[config.mk]
export PLATFORM = sky130hd
export DESIGN_NAME = geiger_event_stack_mc
export DESIGN_NICKNAME = d
export VERILOG_FILES = /design/src/rtl/geiger_pkg.sv /design/src/rtl/geiger_rec_serializer.sv /design/src/rtl/geiger_event_stack_mc.sv
export SDC_FILE = /design/constraint.sdc
export NUM_CORES = 1
export LEC_CHECK = 0
export BUFFER_PORTS_ARGS = -buffer_cell sky130_fd_sc_hd__clkbuf_2
export CAP_MARGIN = 20
export CORE_ASPECT_RATIO = 1.2
export CORE_MARGIN = 2
export CORE_UTILIZATION = 60
export CTS_BUF_LIST = sky130_fd_sc_hd__clkbuf_4 sky130_fd_sc_hd__clkbuf_8
export DETAILED_ROUTE_END_ITERATION = 10
export MAX_ROUTING_LAYER = met4
export PLACE_DENSITY = 0.79
export SLEW_MARGIN = 20
export SYNTH_ARGS = -nofsm -noshare
export SYNTH_HDL_FRONTEND = slang
export SYNTH_HIERARCHICAL = 1
export SYNTH_SLANG_ARGS = --single-unit
[constraint.sdc]
create_clock -name CLK_1MHZ -period 16.8 [get_ports CLK_1MHZ]
set_input_delay 2.52 -clock CLK_1MHZ [delete_from_list [all_inputs] [get_ports CLK_1MHZ]]
set_output_delay 2.52 -clock CLK_1MHZ [all_outputs]
set_load 0.03 [all_outputs]
[src/rtl/geiger_pkg.sv]
// geiger_pkg
// Shared definitions for the multi-channel geiger event stack: record geometry,
// byte0 field layout, drop-counter width, serializer state type and a helper
// that assembles a 56-bit event record.
package geiger_pkg;

    localparam int GEIG_REC_W = 56;
    localparam int GEIG_TS_W  = 48;
    localparam int GEIG_BYTES = 7;
    localparam int DROP_CNT_W = 16;

    // byte0 = {ovf, 4'b0, ch[2:0]}
    localparam int B0_OVF_BIT = 7;
    localparam int B0_CH_LSB  = 0;
    localparam int B0_CH_W    = 3;

    typedef enum logic {
        SER_IDLE = 1'b0,
        SER_SEND = 1'b1
    } ser_state_t;

    function automatic logic [GEIG_REC_W-1:0] geig_pack_rec(
        input logic                 ovf,
        input logic [B0_CH_W-1:0]   ch,
        input logic [GEIG_TS_W-1:0] ts
    );
        logic [7:0] b0;
        b0 = '0;
        b0[B0_OVF_BIT] = ovf;
        b0[B0_CH_LSB +: B0_CH_W] = ch;
        return {b0, ts};
    endfunction

endpackage

[src/rtl/geiger_rec_serializer.sv]
// geiger_rec_serializer
// Turns one 56-bit event record into seven bytes, MSB first, on a valid/ack bus.
// Ports:
//   clk, rst_n  clock and asynchronous active-low reset
//   i_load      load i_rec (only issued while idle)
//   i_rec       record to send
//   i_ack       byte ack, only meaningful while o_valid=1
//   o_ready     may accept a record on the following cycle
//   o_data      current byte
//   o_valid     o_data holds a valid byte
module geiger_rec_serializer
    import geiger_pkg::*;
(
    input  logic                  clk,
    input  logic                  rst_n,
    input  logic                  i_load,
    input  logic [GEIG_REC_W-1:0] i_rec,
    input  logic                  i_ack,
    output logic                  o_ready,
    output logic [7:0]            o_data,
    output logic                  o_valid
);

    ser_state_t            r_state;
    logic [GEIG_REC_W-1:0] r_shift;
    logic [2:0]            r_idx;
    logic [7:0]            r_data;
    logic                  r_valid;
    logic                  w_ack;
    logic                  w_last;

    assign w_ack  = (r_state == SER_SEND) && i_ack;
    assign w_last = (r_idx == 3'(GEIG_BYTES - 1));

    // Ready already during the cycle the final byte is acked, so the owner can
    // fetch the next record in parallel and the bus idles for a single cycle.
    assign o_ready = (r_state == SER_IDLE) || (w_ack && w_last);

    always_ff @(posedge clk or negedge rst_n) begin
        if (!rst_n) begin
            r_state <= SER_IDLE;
            r_shift <= '0;
            r_idx   <= '0;
            r_data  <= '0;
            r_valid <= 1'b0;
        end else begin
            case (r_state)
                SER_IDLE: begin
                    if (i_load) begin
                        r_shift <= i_rec;
                        r_data  <= i_rec[GEIG_REC_W-1 -: 8];
                        r_idx   <= '0;
                        r_valid <= 1'b1;
                        r_state <= SER_SEND;
                    end
                end
                SER_SEND: begin
                    if (w_ack) begin
                        if (w_last) begin
                            r_valid <= 1'b0;
                            r_state <= SER_IDLE;
                        end else begin
                            // r_shift keeps the current byte at the top
                            r_shift <= {r_shift[GEIG_REC_W-9:0], 8'h00};
                            r_data  <= r_shift[GEIG_REC_W-9 -: 8];
                            r_idx   <= r_idx + 3'd1;
                        end
                    end
                end
                default: r_state <= SER_IDLE;
            endcase
        end
    end

    assign o_data  = r_data;
    assign o_valid = r_valid;

endmodule

[src/rtl/geiger_event_stack_mc.sv]
// geiger_event_stack_mc
// Detects pulses on NUM_CH geiger tube inputs, timestamps each accepted pulse,
// buffers records in a DEPTH-deep FIFO and streams them out as bytes.
// Ports:
//   CLK_1MHZ    system clock
//   RESET       asynchronous active-low reset
//   GEIG_IN     raw tube pulses (asynchronous)
//   TIME_STAMP  mission time, CLK_1MHZ domain
//   RD_EN       byte ack, sampled while D_VALID=1
//   D_OUT       current record byte
//   D_VALID     D_OUT holds a valid byte
//   EMPTY/FULL  registered FIFO status
//   DROP_CNT    saturating count of events lost to a full FIFO
module geiger_event_stack_mc
    import geiger_pkg::*;
#(
    parameter int NUM_CH   = 4,
    parameter int DEPTH    = 16,
    parameter int DEAD_CYC = 8,
    parameter int TS_W     = 48
) (
    input  logic                  CLK_1MHZ,
    input  logic                  RESET,
    input  logic [NUM_CH-1:0]     GEIG_IN,
    input  logic [TS_W-1:0]       TIME_STAMP,
    input  logic                  RD_EN,
    output logic [7:0]            D_OUT,
    output logic                  D_VALID,
    output logic                  EMPTY,
    output logic                  FULL,
    output logic [DROP_CNT_W-1:0] DROP_CNT
);

    localparam int AW   = $clog2(DEPTH);
    localparam int PW   = AW + 1;
    localparam int DT_W = $clog2(DEAD_CYC + 1);

    // Input synchronisers; r_sync3 is the previous synchronised value for edge detect
    logic [NUM_CH-1:0] r_sync1, r_sync2, r_sync3;
    logic [NUM_CH-1:0] w_accept;
    logic [NUM_CH-1:0] r_pending;
    logic [NUM_CH-1:0] w_clr;
    logic [NUM_CH*TS_W-1:0] w_ts_flat;

    always_ff @(posedge CLK_1MHZ or negedge RESET) begin
        if (!RESET) begin
            r_sync1 <= '0;
            r_sync2 <= '0;
            r_sync3 <= '0;
        end else begin
            r_sync1 <= GEIG_IN;
            r_sync2 <= r_sync1;
            r_sync3 <= r_sync2;
        end
    end

    for (genvar gi = 0; gi < NUM_CH; gi++) begin : g_ch
        logic [DT_W-1:0] r_dead;
        logic [TS_W-1:0] r_ts;

        assign w_accept[gi] = r_sync2[gi] && !r_sync3[gi] && (r_dead == '0);
        assign w_ts_flat[gi*TS_W +: TS_W] = r_ts;

        always_ff @(posedge CLK_1MHZ or negedge RESET) begin
            if (!RESET) begin
                r_dead <= '0;
                r_ts   <= '0;
            end else if (w_accept[gi]) begin
                r_dead <= DT_W'(DEAD_CYC);
                r_ts   <= TIME_STAMP;
            end else if (r_dead != '0) begin
                r_dead <= r_dead - 1'b1;
            end
        end
    end

    // Fixed-priority arbiter: lowest-index pending channel wins
    logic            w_any;
    logic [2:0]      w_sel;
    logic [TS_W-1:0] w_sel_ts;

    always_comb begin
        w_any    = 1'b0;
        w_sel    = '0;
        w_sel_ts = '0;
        w_clr    = '0;
        for (int i = NUM_CH - 1; i >= 0; i--) begin
            if (r_pending[i]) begin
                w_any    = 1'b1;
                w_sel    = 3'(i);
                w_sel_ts = w_ts_flat[i*TS_W +: TS_W];
                w_clr    = '0;
                w_clr[i] = 1'b1;
            end
        end
    end

    logic                  r_full, r_empty, r_ovf;
    logic [DROP_CNT_W-1:0] r_drop_cnt;
    logic                  w_push, w_drop, w_pop, w_ser_ready;
    logic [GEIG_REC_W-1:0] w_rec;

    // Admission uses the registered FULL; a same-cycle pop does not free a slot
    assign w_push = w_any && !r_full;
    assign w_drop = w_any && r_full;
    assign w_rec  = geig_pack_rec(r_ovf, w_sel, w_sel_ts);

    always_ff @(posedge CLK_1MHZ or negedge RESET) begin
        if (!RESET) begin
            r_pending  <= '0;
            r_drop_cnt <= '0;
            r_ovf      <= 1'b0;
        end else begin
            r_pending <= (r_pending & ~w_clr) | w_accept;
            if (w_drop) begin
                if (r_drop_cnt != {DROP_CNT_W{1'b1}})
                    r_drop_cnt <= r_drop_cnt + 1'b1;
                r_ovf <= 1'b1;
            end else if (w_push) begin
                r_ovf <= 1'b0;
            end
        end
    end

    // FIFO: one extra pointer bit distinguishes full from empty
    logic [GEIG_REC_W-1:0] r_mem [DEPTH];
    logic [GEIG_REC_W-1:0] r_rd_data;
    logic [PW-1:0]         r_wr_ptr, r_rd_ptr;
    logic [PW-1:0]         w_wr_next, w_rd_next;
    logic                  r_pop_dly;

    // r_pop_dly blocks a second pop while the first read is still in flight
    assign w_pop     = !r_empty && w_ser_ready && !r_pop_dly;
    assign w_wr_next = r_wr_ptr + PW'(w_push);
    assign w_rd_next = r_rd_ptr + PW'(w_pop);

    always_ff @(posedge CLK_1MHZ) begin
        if (w_push)
            r_mem[r_wr_ptr[AW-1:0]] <= w_rec;
        if (w_pop)
            r_rd_data <= r_mem[r_rd_ptr[AW-1:0]];
    end

    always_ff @(posedge CLK_1MHZ or negedge RESET) begin
        if (!RESET) begin
            r_wr_ptr  <= '0;
            r_rd_ptr  <= '0;
            r_empty   <= 1'b1;
            r_full    <= 1'b0;
            r_pop_dly <= 1'b0;
        end else begin
            r_wr_ptr  <= w_wr_next;
            r_rd_ptr  <= w_rd_next;
            r_empty   <= (w_wr_next == w_rd_next);
            r_full    <= (w_wr_next[AW-1:0] == w_rd_next[AW-1:0]) &&
                         (w_wr_next[AW] != w_rd_next[AW]);
            r_pop_dly <= w_pop;
        end
    end

    geiger_rec_serializer u_ser (
        .clk     (CLK_1MHZ),
        .rst_n   (RESET),
        .i_load  (r_pop_dly),
        .i_rec   (r_rd_data),
        .i_ack   (RD_EN),
        .o_ready (w_ser_ready),
        .o_data  (D_OUT),
        .o_valid (D_VALID)
    );

    assign EMPTY    = r_empty;
    assign FULL     = r_full;
    assign DROP_CNT = r_drop_cnt;

endmodule

======== Word-level counts from Yosys, hierarchy flattened ========
Memories as Yosys holds them, arrays and structs flattened. A register that Yosys moved wholly into a read port is not among the register bits.
Cells that the tools add are included.
storage, ports and cells
  register bits after elaboration ......... 371
  latch bits .............................. 0
  RAM bits ................................ 832
  ROM bits ................................ 0
  input bits .............................. 55
  output and inout bits ................... 27
  word-level logic and storage cells ...... 134
  memories ................................ 1
operators by class
  add/sub/neg operators ................... 8
  multiply operators ...................... 0
  div/mod/pow operators ................... 0
  order comparisons ....................... 0
  eq/ne operators ......................... 9
  shift-type cells ........................ 0
  muxes and demuxes ....................... 48
  bitwise logic cells ..................... 4
  reduce and logical (&&, ||, !) cells .... 39
memories
  memory  words  width  rd ports  clocked after memory_dff  write ports  line                          RTL
  r_mem   16     52     1         1                         1            geiger_event_stack_mc.sv:126  logic [GEIG_REC_W-1:0] r_mem [DEPTH];
operators with widths
  operator               number
  $mux 48                7
  $pmux 48 s2            1
  $mux 4                 12
  $mux 8                 3
  $mux 3                 6
  $add 16x1->16 const B  1
  $logic_not 4->1        4
  $ne 16x16->1 const B   1
  $pmux 8 s2             1
  $reduce_bool 4->1      4
  $sub 4x1->4 const B    4
  $logic_and 1x1->1      15
  $mux 1                 14
  $add 5x1->5            2
  $reduce_bool 2->1      5
  $ne 2x2->1 const B     4
  $logic_not 1->1        7
  $pmux 3 s2             1
  $reduce_and 3->1       2
  $eq 5x5->1             1
  $and 4x4->4            1
  $eq 4x4->1             1
  $not 4->4              1
  $or 4x4->4             1
  other kinds (8)        9

======== Logic depth before layout (Yosys ltp) ========
  word-level depth ........................ 8
  depth in mapped cells ................... 11
  depth with buffers taken out ............ 11

======== Modules after synthesis ========
Netlist, hierarchy kept.
modules (own cells, without submodules)
  module                 instances  cells an instance  area an instance (um2)  sequential area each (um2)
  geiger_event_stack_mc  1          2,174              43,269.0                32,392.3
  geiger_rec_serializer  1          203                3,002.9                 1,526.5

======== Least setup slack after synthesis ========
No wires, ideal clock.
  path kind ............................... input to register
  start point ............................. input RD_EN
  end point ............................... register r_empty, in the netlist EMPTY
  setup time .............................. 0.084 ns
  arrival time ............................ 8.131 ns
  data required time ...................... 16.716 ns
  setup slack ............................. 8.585 ns
  stages on the path ...................... 9
  path buffers ............................ 0
  cell sequence ........................... nand3_1 nand2_1 nor3b_1 ha_1 ha_1 xor2_1 xor2_1 or3_1 nor3b_1
on the way
  longest elaborated chain between the ends .. 7
RTL lines
  what                            line                          RTL
  start, declared                 geiger_event_stack_mc.sv:26   input logic RD_EN,
  $logic_and 1x1->1               geiger_rec_serializer.sv:32   assign w_ack = (r_state == SER_SEND) && i_ack;
  $logic_and 1x1->1               geiger_rec_serializer.sv:37   assign o_ready = (r_state == SER_IDLE) || (w_ack && w_last);
  $logic_or 1x1->1                geiger_rec_serializer.sv:37
  via w_ser_ready                 geiger_event_stack_mc.sv:100  logic w_push, w_drop, w_pop, w_ser_ready;
  $logic_and 1x1->1 (2 in a row)  geiger_event_stack_mc.sv:133  assign w_pop = !r_empty && w_ser_ready && !r_pop_dly;
  via w_pop                       geiger_event_stack_mc.sv:100
  $add 5x1->5                     geiger_event_stack_mc.sv:135  assign w_rd_next = r_rd_ptr + PW'(w_pop);
  via w_rd_next[2]                geiger_event_stack_mc.sv:129  logic [PW-1:0] w_wr_next, w_rd_next;
  $eq 5x5->1                      geiger_event_stack_mc.sv:154  r_empty <= (w_wr_next == w_rd_next);
  end signal, assigned            geiger_event_stack_mc.sv:154
  end, declared                   geiger_event_stack_mc.sv:98   logic r_full, r_empty, r_ovf;
The timed path passes the listed nets, and every way through them passes these cells.
A chain may end at the register's enable or synchronous reset.

======== Worst setup path after layout ========
Same ends and word-level chain as after synthesis.

==> summary.txt <==
Status
  – Status: completed

Critical path
  – Critical path class: in -> reg
  – Max incr delay on CP: 590 ps
  – Worst Path Arrival: 5050 ps
  – Critical path fanouts, max: 53
  – Crit-path slowest cell: buf_4
  – CP Launch Type: input port
  – WP data required: 17520 ps
  – Crit path capture type: register
  – Critical Path, Cell by Cell: clkbuf_2 > nand3_1 > nand2_1 > nor3b_2 > buf_4 > ha_1 > ha_1 > xor2_1 > xor2_1 > or3_1 > nor3b_1

Timing
  – Crit path time final: 4324 ps
  – Fmax: 231.3 MHz
  – Slew Viols, Final: 0
  – Final Hold Viols: 0
  – Tcrit/Tclk final: 0.2574
  – Unrepaired setup endpoints after global routing: false
  – Setup TNS: 0 ps
  – Clk_skew: 37.84 ps
  – Relative slew slack: 0.2773
  – Worst-margin pin slew: 1082 ps
  – Setup violations, final: 0

Die
  – Starting Density: 0.6058
  – Die height: 308.2 µm
  – Die Wd: 257.5 µm
  – I/O pins: 82
  – Row Count: 111
  – Die ar.: 79370 µm²
  – Core area: 76390 µm²

Clock network
  – Cts bufs inserted: 171
  – Clk_lat worst skew: 830 ps
  – Post-CTS Setup Bufs: 0
  – Root buf cell: clkbuf_8
  – Clk buf depth: 3
  – TritonCTS Sinks: 1182
  – H-tree levels: 4
  – Post-CTS sizing: 0
  – CTS tree: built
  – Cts hold-fix bufs: 0
  – Clk slew on worst S/H paths: 70 ps

GRT
  – Number of global-route vias before repair: 24720
  – GR Overflow Total: 0
  – Global-route wire length before repair: 147500 µm
  – Initial antenna violation count: 2
  – Total GRT Usage: 0.2589
  – Largest net degree at the start of global routing: 107

Synth
  – Async set or reset register ratio after synthesis: 0.2665
  – Synth area leader: edfxtp_1
  – Count leader, synth: edfxtp_1
  – Top cell type's share of synthesized area: 0.5627
  – Syn avg cell area: 19.47 µm²
  – Cell Area, Synth: 46270 µm²
  – Top_reg_cell synth: edfxtp_1
  – Largest cells by area after synthesis: edfxtp_1 56%, dfrtp_1 17%, mux4_2 9.9%
  – Cells after Synth: 2377
  – Commonest cells in the netlist: 867 x edfxtp_1, 314 x dfrtp_1, 204 x mux4_2, 194 x mux2_1, 119 x nand2_1
  – Number of synthesized flops with an enable pin: 867
  – Synth warn: 58
  – Flops & latches, synth: 1182
  – Unique cell type count in the Yosys netlist: 53
  – Sequential share of the synthesized area: 0.7330

Layout
  – Layout cell share with drive strength beyond 1: 0.2922
  – Flip-flop and latch area: 33930 µm²
  – Fin nets: 2657
  – Area of the multi-input gates: 11760 µm²
  – Core Util, Final: 0.6755
  – Final Instance Area: 51600 µm²
  – Filler cell count: 4719
  – Area growth syn-to-layout: 11.51%

Drt
  – DRT antenna net count: 0
  – DR WL/cell: 26.01 µm
  – Via count: 23540
  – Initial DRC count: 2431
  – # DRC: 0
  – Via/cell ratio: 6.288
  – Routed wire length: 97360 µm
  – First drt pass iteration count: 5

Power
  – Clock share of power: 0.262
  – Gate power share: 0.257
  – Leakage: 0.01849 µW
  – Power per Cell Area: 166.1 nW/µm²
  – Sw frac: 0.2952
  – Seq pwr share: 0.480
  – NetSw: 2530 µW
  – Pint: 6039 µW
  – VDD IR max: 136.8 µV

Worst hold path
  – Worst min-delay path class: reg -> reg

Place
  – GPL Wtd Cong: 0.7658
  – Port bufs: 81
  – Post-DP Area: 48090 µm²
  – DP Wirelength: 54650 µm

Job
  – Max-cap violations: 0
==> cells in the final DEF, fill, tap and decap left out, types with 4 or more instances in the layout <==
cell	synthesis	final
mux2_1	194	194
xnor2_1	18	18
nor3_1	13	9
clkinv_1	0	28
mux2_2	75	75
nand2_1	119	119
ha_1	15	15
nor2_4	0	13
a21oi_1	7	7
or3_1	5	5
o21ai_0	10	10
clkinvlp_4	0	4
clkbuf_8	0	195
nor2_1	25	11
conb_1	1	5
o31ai_1	49	47
nor3b_2	3	4
buf_4	9	86
nor3_2	0	4
edfxtp_1	867	867
nor2b_1	54	51
nand3b_1	5	5
inv_1	13	13
dfrtp_1	314	308
nand2b_1	6	6
a221oi_1	48	48
xor2_1	10	10
clkbuf_2	0	80
nand4_1	8	8
mux2_4	20	20
clkbuf_4	0	57
mux4_2	204	204
nand3_1	18	18
a22oi_1	102	102
clkinv_2	0	19
a22o_1	9	9
==> registers in the layout, summed over array words and instances (netlist names), 5 cells and up <==
name,count
r_mem,816
r_wr_ptr,5
u_ser/r_shift,48
DROP_CNT,16
r_rd_ptr,5
u_ser/o_data,8
r_rd_data,51
g_ch.r_dead,16
g_ch.r_ts,192
==> layer usage <==
metal | vias up | wire [µm] | part of all wire | track usage
met4 | 0 | 2750 | 0.028 | 0.09504
met1 | 12320 | 36870 | 0.38 | 0.3249
li1 | 9966 | - | - | -
met3 | 180 | 7934 | 0.081 | 0.05514
met5 | - | 0 | 0 | -
met2 | 1067 | 49810 | 0.51 | 0.4212
==> cell type report <==
type | instances | area share
inverter | 14 | 0.001018
timing repair buffer | 171 | 0.02195
clock buffer | 252 | 0.06031
antenna | 2 | 0.00009700
multi-input combinational | 1047 | 0.2278
tap | 1017 | 0.02466
clock inverter | 58 | 0.006475
sequential | 1182 | 0.6577
==> worst paths after layout <==
path / start / end / slack [ps] / depth (start not counted)
setup / recovery: RD_EN / EMPTY / 12480 / 11
max in group asynchronous: RESET / r_pending[0] / 12980 / 3
hold / removal: r_sync1[0] / r_sync2[0] / 340 / 0
hold reg to reg: r_sync1[0] / r_sync2[0] / 340 / 0
min in group asynchronous: RESET / g_ch[2].r_ts[26] / 1720 / 1
setup reg to reg: r_pending[1] / r_mem[1][32] / 13070 / 5
==> power by group through the flow <==
stage                     Combinational (µW)  Sequential [µW]  Clock, µW
after floorplan                         1640             4060          0
after global placement                  2120             4130          0
after detailed placement                2210             4170          0
after CTS                               2220             4120       2280
after global routing                    2370             4170       2400
final                                   2200             4120       2250
==> logic make-up (layout without fill, tap and decap cells) <==
logic type / after synthesis / count (layout) / synth area share
AOI/OAI and AO/OA: 235 / 235 / 0.03975
xor gates and xnor gates: 28 / 28 / 0.005300
adders and majority gates: 15 / 15 / 0.004056
buffers and inverters: 152 / 495 / 0.01709
DFF: 1182 / 1182 / 0.7330
muxes: 494 / 494 / 0.1715
other: 1 / 7 / 0.00008104
and+or+nand+nor: 270 / 270 / 0.02923
==> stage by stage <==
stage	setup WS (ps)	power, µW	hold slack (ps)	std cells
floorplan	8585	5708	331.2	2381
CTS	12530	8625	345.7	3739
global route	12240	8952	352.8	3743
detailed placement	11670	6389	335.6	3429
global placement	11690	6252	333.2	3429
finish	12480	8569	344.1	3743
==> worst max-delay path: cells and delay by family <==
family                     cells  cell delay [ps]
and+or+nand+nor                5             1000
xor gates and xnor gates       2              300
adders and majority gates      2              480
buffers and inverters          2              700
(Power assumes the default switching activity.)
